==> config.mk <==
export PLATFORM = sky130hd
export DESIGN_NAME = pll_drp_reconfig_flat
export DESIGN_NICKNAME = d
export VERILOG_FILES = /design/src/rtl/pll_drp_reconfig_if.sv /design/src/rtl/pll_drp_reconfig.sv /design/src/flat_wrapper.sv
export SDC_FILE = /design/constraint.sdc
export NUM_CORES = 1
export LEC_CHECK = 0
export BUFFER_PORTS_ARGS = -buffer_cell sky130_fd_sc_hd__clkbuf_2
export CORE_ASPECT_RATIO = 1.2
export CORE_MARGIN = 5
export CORE_UTILIZATION = 50
export DETAILED_ROUTE_END_ITERATION = 8
export GPL_ROUTABILITY_DRIVEN = 0
export PLACE_DENSITY = 0.86
export SLEW_MARGIN = 20
export SYNTH_ARGS = -nofsm -noshare
export SYNTH_HDL_FRONTEND = slang
export SYNTH_SLANG_ARGS = --single-unit
==> constraint.sdc <==
create_clock -name clk -period 5.2 [get_ports clk]
set_input_delay 0.78 -clock clk [delete_from_list [all_inputs] [get_ports clk]]
set_output_delay 0.78 -clock clk [all_outputs]
set_load 0.005 [all_outputs]
==> src/rtl/pll_drp_reconfig_if.sv <==
// Register-update stream feeding the PLL DRP reconfiguration engine.
// One entry per DRP register: address, keep-mask, replacement data, end-of-sequence flag.
`timescale 1ns/1ps
interface pll_drp_reconfig_if;
    logic        valid;
    logic        ready;
    logic [6:0]  addr;
    logic [15:0] mask;
    logic [15:0] data;
    logic        last;

    modport master (output valid, addr, mask, data, last, input ready);
    modport slave  (input valid, addr, mask, data, last, output ready);
endinterface

==> src/rtl/pll_drp_reconfig.sv <==
// DRP initiator: read-modify-write of PLL registers while the PLL is held in reset,
// then release reset and wait (bounded) for LOCKED.
`timescale 1ns/1ps
module pll_drp_reconfig #(
    parameter int RST_HOLD     = 4,
    parameter int DRDY_TIMEOUT = 64,
    parameter int LOCK_TIMEOUT = 65535,
    parameter int CNT_W        = 16
) (
    input  logic              clk,
    input  logic              rst_n,
    pll_drp_reconfig_if.slave cmd,
    output logic              busy,
    output logic              done,
    output logic              error,
    output logic [1:0]        err_code,
    output logic [6:0]        drp_daddr,
    output logic              drp_den,
    output logic              drp_dwe,
    output logic [15:0]       drp_di,
    input  logic [15:0]       drp_do,
    input  logic              drp_drdy,
    output logic              pll_rst,
    input  logic              pll_locked
);

    typedef enum logic [3:0] {
        ST_IDLE, ST_HOLD, ST_READ, ST_WAIT_RD, ST_WRITE, ST_WAIT_WR,
        ST_NEXT, ST_RELEASE, ST_WAIT_LOCK, ST_DONE, ST_ABORT
    } state_t;

    // Counters are loaded with N-1 so a wait state lasts exactly N cycles.
    localparam logic [CNT_W-1:0] HOLD_LD = CNT_W'(RST_HOLD - 1);
    localparam logic [CNT_W-1:0] DRDY_LD = CNT_W'(DRDY_TIMEOUT - 1);
    localparam logic [CNT_W-1:0] LOCK_LD = CNT_W'(LOCK_TIMEOUT - 1);
    localparam logic [CNT_W-1:0] CNT_ONE = CNT_W'(1);

    state_t           state_reg, state_next;
    logic [CNT_W-1:0] cnt_reg, cnt_next;
    logic [15:0]      mask_reg, mask_next;
    logic [15:0]      data_reg, data_next;
    logic             last_reg, last_next;
    logic             ready_reg, ready_next;
    logic             busy_reg, busy_next;
    logic             done_reg, done_next;
    logic             error_reg, error_next;
    logic [1:0]       code_reg, code_next;
    logic [6:0]       daddr_reg, daddr_next;
    logic             den_reg, den_next;
    logic             dwe_reg, dwe_next;
    logic [15:0]      di_reg, di_next;
    logic             pll_rst_reg, pll_rst_next;

    logic accept;
    logic cnt_zero;

    assign accept   = cmd.valid & ready_reg;
    assign cnt_zero = (cnt_reg == '0);

    always_ff @(posedge clk or negedge rst_n) begin
        if (!rst_n) begin
            state_reg   <= ST_IDLE;
            cnt_reg     <= '0;
            mask_reg    <= '0;
            data_reg    <= '0;
            last_reg    <= 1'b0;
            ready_reg   <= 1'b1;
            busy_reg    <= 1'b0;
            done_reg    <= 1'b0;
            error_reg   <= 1'b0;
            code_reg    <= 2'd0;
            daddr_reg   <= '0;
            den_reg     <= 1'b0;
            dwe_reg     <= 1'b0;
            di_reg      <= '0;
            pll_rst_reg <= 1'b0;
        end else begin
            state_reg   <= state_next;
            cnt_reg     <= cnt_next;
            mask_reg    <= mask_next;
            data_reg    <= data_next;
            last_reg    <= last_next;
            ready_reg   <= ready_next;
            busy_reg    <= busy_next;
            done_reg    <= done_next;
            error_reg   <= error_next;
            code_reg    <= code_next;
            daddr_reg   <= daddr_next;
            den_reg     <= den_next;
            dwe_reg     <= dwe_next;
            di_reg      <= di_next;
            pll_rst_reg <= pll_rst_next;
        end
    end

    // A drdy coinciding with counter expiry wins over the timeout.
    always_comb begin
        state_next = state_reg;
        case (state_reg)
            ST_IDLE:      if (accept) state_next = ST_HOLD;
            ST_HOLD:      if (cnt_zero) state_next = ST_READ;
            ST_READ:      state_next = ST_WAIT_RD;
            ST_WAIT_RD: begin
                if (drp_drdy)      state_next = ST_WRITE;
                else if (cnt_zero) state_next = ST_ABORT;
            end
            ST_WRITE:     state_next = ST_WAIT_WR;
            ST_WAIT_WR: begin
                if (drp_drdy)      state_next = last_reg ? ST_RELEASE : ST_NEXT;
                else if (cnt_zero) state_next = ST_ABORT;
            end
            ST_NEXT:      if (accept) state_next = ST_READ;
            ST_RELEASE:   state_next = ST_WAIT_LOCK;
            ST_WAIT_LOCK: begin
                if (pll_locked)    state_next = ST_DONE;
                else if (cnt_zero) state_next = ST_IDLE;
            end
            ST_DONE:      state_next = ST_IDLE;
            ST_ABORT:     state_next = ST_IDLE;
            default:      state_next = ST_IDLE;
        endcase
    end

    // Outputs are registered from the upcoming state so they line up with state_reg.
    always_comb begin
        cnt_next   = cnt_zero ? cnt_reg : cnt_reg - CNT_ONE;
        mask_next  = mask_reg;
        data_next  = data_reg;
        last_next  = last_reg;
        daddr_next = daddr_reg;
        di_next    = di_reg;
        error_next = error_reg;
        code_next  = code_reg;

        if (accept) begin
            mask_next  = cmd.mask;
            data_next  = cmd.data;
            last_next  = cmd.last;
            daddr_next = cmd.addr;
        end
        if (state_reg == ST_IDLE && accept) begin
            error_next = 1'b0;
            code_next  = 2'd0;
            cnt_next   = HOLD_LD;
        end
        if (state_reg == ST_READ || state_reg == ST_WRITE) cnt_next = DRDY_LD;
        if (state_reg == ST_RELEASE) cnt_next = LOCK_LD;
        if (state_reg == ST_WAIT_RD && drp_drdy)
            di_next = (drp_do & mask_reg) | (data_reg & ~mask_reg);
        if (state_next == ST_ABORT) begin
            error_next = 1'b1;
            code_next  = 2'd1;
        end
        if (state_reg == ST_WAIT_LOCK && state_next == ST_IDLE) begin
            error_next = 1'b1;
            code_next  = 2'd2;
        end

        ready_next   = (state_next == ST_IDLE) || (state_next == ST_NEXT);
        busy_next    = (state_next != ST_IDLE);
        done_next    = (state_next == ST_DONE);
        den_next     = (state_next == ST_READ) || (state_next == ST_WRITE);
        dwe_next     = (state_next == ST_WRITE);
        pll_rst_next = state_next inside {ST_HOLD, ST_READ, ST_WAIT_RD,
                                          ST_WRITE, ST_WAIT_WR, ST_NEXT};
    end

    assign cmd.ready = ready_reg;
    assign busy      = busy_reg;
    assign done      = done_reg;
    assign error     = error_reg;
    assign err_code  = code_reg;
    assign drp_daddr = daddr_reg;
    assign drp_den   = den_reg;
    assign drp_dwe   = dwe_reg;
    assign drp_di    = di_reg;
    assign pll_rst   = pll_rst_reg;

endmodule

==> src/flat_wrapper.sv <==
// flat-port wrapper written by rule: the top's interface ports become plain ports
module pll_drp_reconfig_flat 
#(
    parameter int RST_HOLD     = 4,
    parameter int DRDY_TIMEOUT = 64,
    parameter int LOCK_TIMEOUT = 65535,
    parameter int CNT_W        = 16
)
  (clk, rst_n, busy, done, error, err_code, drp_daddr, drp_den, drp_dwe, drp_di, drp_do, drp_drdy, pll_rst, pll_locked, cmd_valid, cmd_addr, cmd_mask, cmd_data, cmd_last, cmd_ready);
  pll_drp_reconfig_if cmd_i ();
  input  logic clk;
  input  logic rst_n;
  output logic busy;
  output logic done;
  output logic error;
  output logic [1:0] err_code;
  output logic [6:0] drp_daddr;
  output logic drp_den;
  output logic drp_dwe;
  output logic [15:0] drp_di;
  input  logic [15:0] drp_do;
  input  logic drp_drdy;
  output logic pll_rst;
  input  logic pll_locked;
  input wire logic [$bits(cmd_i.valid)-1:0] cmd_valid;
  input wire logic [$bits(cmd_i.addr)-1:0] cmd_addr;
  input wire logic [$bits(cmd_i.mask)-1:0] cmd_mask;
  input wire logic [$bits(cmd_i.data)-1:0] cmd_data;
  input wire logic [$bits(cmd_i.last)-1:0] cmd_last;
  output wire logic [$bits(cmd_i.ready)-1:0] cmd_ready;
  assign cmd_i.valid = cmd_valid;
  assign cmd_i.addr = cmd_addr;
  assign cmd_i.mask = cmd_mask;
  assign cmd_i.data = cmd_data;
  assign cmd_i.last = cmd_last;
  assign cmd_ready = cmd_i.ready;
  pll_drp_reconfig #(.RST_HOLD(RST_HOLD), .DRDY_TIMEOUT(DRDY_TIMEOUT), .LOCK_TIMEOUT(LOCK_TIMEOUT), .CNT_W(CNT_W)) u_core (.clk(clk), .rst_n(rst_n), .cmd(cmd_i), .busy(busy), .done(done), .error(error), .err_code(err_code), .drp_daddr(drp_daddr), .drp_den(drp_den), .drp_dwe(drp_dwe), .drp_di(drp_di), .drp_do(drp_do), .drp_drdy(drp_drdy), .pll_rst(pll_rst), .pll_locked(pll_locked));
endmodule
==> results.py <==
metrics = {
    "detailed_routing": {
        "ant_nets": 0,
        "routed_via_density": 5.402,
        "initialDrtViolationCount": 105,
        "dr_total_vias": 2755,
        "avgRoutedWirePerCell_um": 15.22,
        "drt_wl_total_um": 7760,
        "route.detailed.drc": 0,
        "drt-pass1-iter-count": 4,
    },
    "cells_and_area": {
        "multiInputGateArea_mm2": 0.001564,
        "antenna_cells": 0,
        "drive_gt1_share_pct": 39.00,
        "post-route-util_pct": 59.67,
        "layout_commonest_cell": "clkbuf_2",
        "final_cells": 510,
        "syn2layout_area_growth_pct": 18.61,
        "final_cell_mix": "91 x clkbuf_2, 84 x dfrtp_1, 41 x mux2_2",
        "nNetsFinal": 476,
        "nFillCells": 608,
        "regArea_mm2": 0.002128,
    },
    "placed_design": {
        "dp_cells": 495,
        "io_buffers": 92,
        "dp_hpwl_um": 5521,
    },
    "clocking": {
        "root_buffer": "clkbuf_8",
        "clk_path_buf_depth": 2,
        "cts.sinks": 85,
        "postCtsHoldBufs": 0,
        "cts_setup_buffers": 0,
        "clk-insertion-delay-late_ns": 0.34,
        "cts_tree": "yes",
        "numCtsBuffers": 9,
        "htreeDepth": 3,
        "cts_resized": 0,
        "path_clk_slew_ns": 0.09,
    },
    "sta": {
        "slew_viol_final": 0,
        "fmax_ghz": 0.3554,
        "setup_viol": 0,
        "fin_crit_sh_pct": 54.12,
        "finalHoldViolCount": 0,
        "fin_skew_ns": 0.009242,
        "fin_crit_ns": 2.814,
        "fin_tns_setup_ns": 0,
        "worst_slew_pin_slew_ns": 1.084,
        "relSlewSlack_pct": 27.56,
        "rsz0062_at_grt": "no",
    },
    "floorplanning": {
        "die_h_um": 105.6,
        "num_rows": 35,
        "dieWidth_um": 89.70,
        "die_area_mm2": 0.009476,
        "coreArea_mm2": 0.007576,
        "initial_core_util_pct": 50.31,
        "ios": 93,
    },
    "synth": {
        "synth_cell_types": 46,
        "synth_flop_cell": "dfrtp_1",
        "synth_warnings": 0,
        "synth.top_cell.area_share_pct": 55.15,
        "synth_area_leader_cell": "dfrtp_1",
        "post_synth_inst_count": 327,
        "avgSynthCellArea_um2": 11.65,
        "seq_area_frac_synth_pct": 55.84,
        "yosys-top-cells-area": "dfrtp_1 55%, mux2_2 12%, o21ai_0 4.3%",
        "synthArstFlopShare_pct": 100.0,
        "synth_seq_cells": 85,
        "synth-edff-count": 0,
        "syn_area_mm2": 0.003811,
        "synth_fp_nets": 389,
    },
    "critical_path": {
        "rrSetupSlack_ns": 2.39,
        "required_ns": 5.46,
        "reg2reg_depth": 8,
        "crit_arrival_ns": 3.07,
        "worstPathMaxFanout": 16,
        "worst_setup_path_start_kind": "flip-flop",
        "rr_startpoint": "u_core.cnt_reg[0]",
        "critical_path.endpoint": "u_core.cnt_reg[10]",
        "endpoint_kind": "flip-flop",
        "crit_start": "u_core.cnt_reg[0]",
        "r2r_end": "u_core.cnt_reg[10]",
        "critPathKind": "flip-flop to flip-flop",
    },
    "pwr": {
        "p_leak_nw": 2.154,
        "ir_drop_mv": 0.2850,
        "power_density_mw_per_mm2": 554.7,
    },
    "global_route": {
        "grt_use_total_pct": 16.98,
        "grt_max_degree": 86,
        "antenna_found_initial": 0,
        "gr-total-overflow": 0,
        "grt_pass1_vias": 2881,
        "grt_pass1_wl_um": 13430,
    },
    "worst_hold_path": {
        "hold_path_class": "input port to asynchronous set/reset pin",
    },
    "status": {
        "run_status": "completed",
    },
    "run": {
        "cap_violations": 0,
    },
}
[synth_stat cells, drive strengths merged (2+ instances only)]
| library cell | instances |
|---|---|
| dfrtp | 84 |
| nand3 | 4 |
| mux2i | 16 |
| o31ai | 2 |
| clkbuf | 15 |
| xor2 | 3 |
| nor4 | 4 |
| nand2b | 6 |
| a2111oi | 3 |
| buf | 4 |
| inv | 7 |
| xnor2 | 6 |
| and2 | 2 |
| and3 | 3 |
| nor2 | 24 |
| a2111o | 2 |
| nor3 | 5 |
| mux2 | 41 |
| nand2 | 29 |
| o21ai | 33 |
| a21oi | 15 |
| nor3b | 2 |
[how the worst min path moves through the flow]
stage                        end  slack, ns
6_report             u_core.done       0.45
5_1_grt        u_core.drp_di[10]       0.52
4_1_cts        u_core.drp_di[13]       0.50
3_5_place_dp   u_core.drp_di[13]       0.48
3_3_place_gp   u_core.drp_di[14]       0.46
2_1_floorplan    u_core.last_reg       0.47
[metal layers]
metal	vias up	GRT usage, %	wire length (um)
met1	1351	20.60	3212
li1	1312	-	-
met5	-	0	0
met4	0	5.076	107
met2	79	28.09	3845
met3	13	6.353	595
[layout make-up]
| type | count | area share, % |
|---|---|---|
| flip-flops and latches | 85 | 47.08 |
| repair buffers | 95 | 10.82 |
| well taps | 92 | 2.546 |
| multi-input cells | 216 | 34.60 |
| clock buffers | 10 | 3.045 |
| inverters | 7 | 0.5812 |
| clock inverters | 5 | 1.329 |
[per-stage QoR]
| stage | total power [mW] | area, um2 | worst slack, ns | hold WS (ns) |
|---|---|---|---|---|
| 6_report | 2.507 | 4521 | 2.386 | 0.4493 |
| 5_1_grt | 2.701 | 4521 | 2.081 | 0.5169 |
| 4_1_cts | 2.533 | 4517 | 2.369 | 0.4952 |
| 3_5_place_dp | 2.060 | 4319 | 2.063 | 0.4768 |
| 3_3_place_gp | 2.000 | 4319 | 2.177 | 0.4628 |
| 2_1_floorplan | 1.777 | 3811 | 2.657 | 0.4722 |
[critical path: stages, from the launching register on]
cell	delay [ns]
dfrtp_1	0.42
inv_1	0.08
ha_1	0.17
nor3b_2	0.26
and3_4	0.26
or3b_4	0.48
nor2_1	0.68
o21ai_0	0.25
o21ai_0	0.12
[report_power, final]
group          internal, mW  total, mW  leakage (nW)  switching (mW)
clock                 0.234      0.463        0.0987           0.229
sequential            0.962       1.20          1.04           0.237
combinational         0.464      0.846          1.02           0.381
total                  1.66       2.51          2.15           0.847
[kinds of logic (layout without fill, tap and decap cells)]
group                      count (synthesis)  after routing  share of synthesized area, %
muxes                                     57             57                         16.32
and+or+nand+nor                           85             85                         11.20
AOI/OAI and AO/OA                         63             63                         10.83
buffers and inverters                     26            117                         3.152
adders and majority gates                  2              2                        0.5909
DFF                                       85             85                         55.84
xor gates and xnor gates                   9              9                         2.068
(Power assumes the default switching activity.)
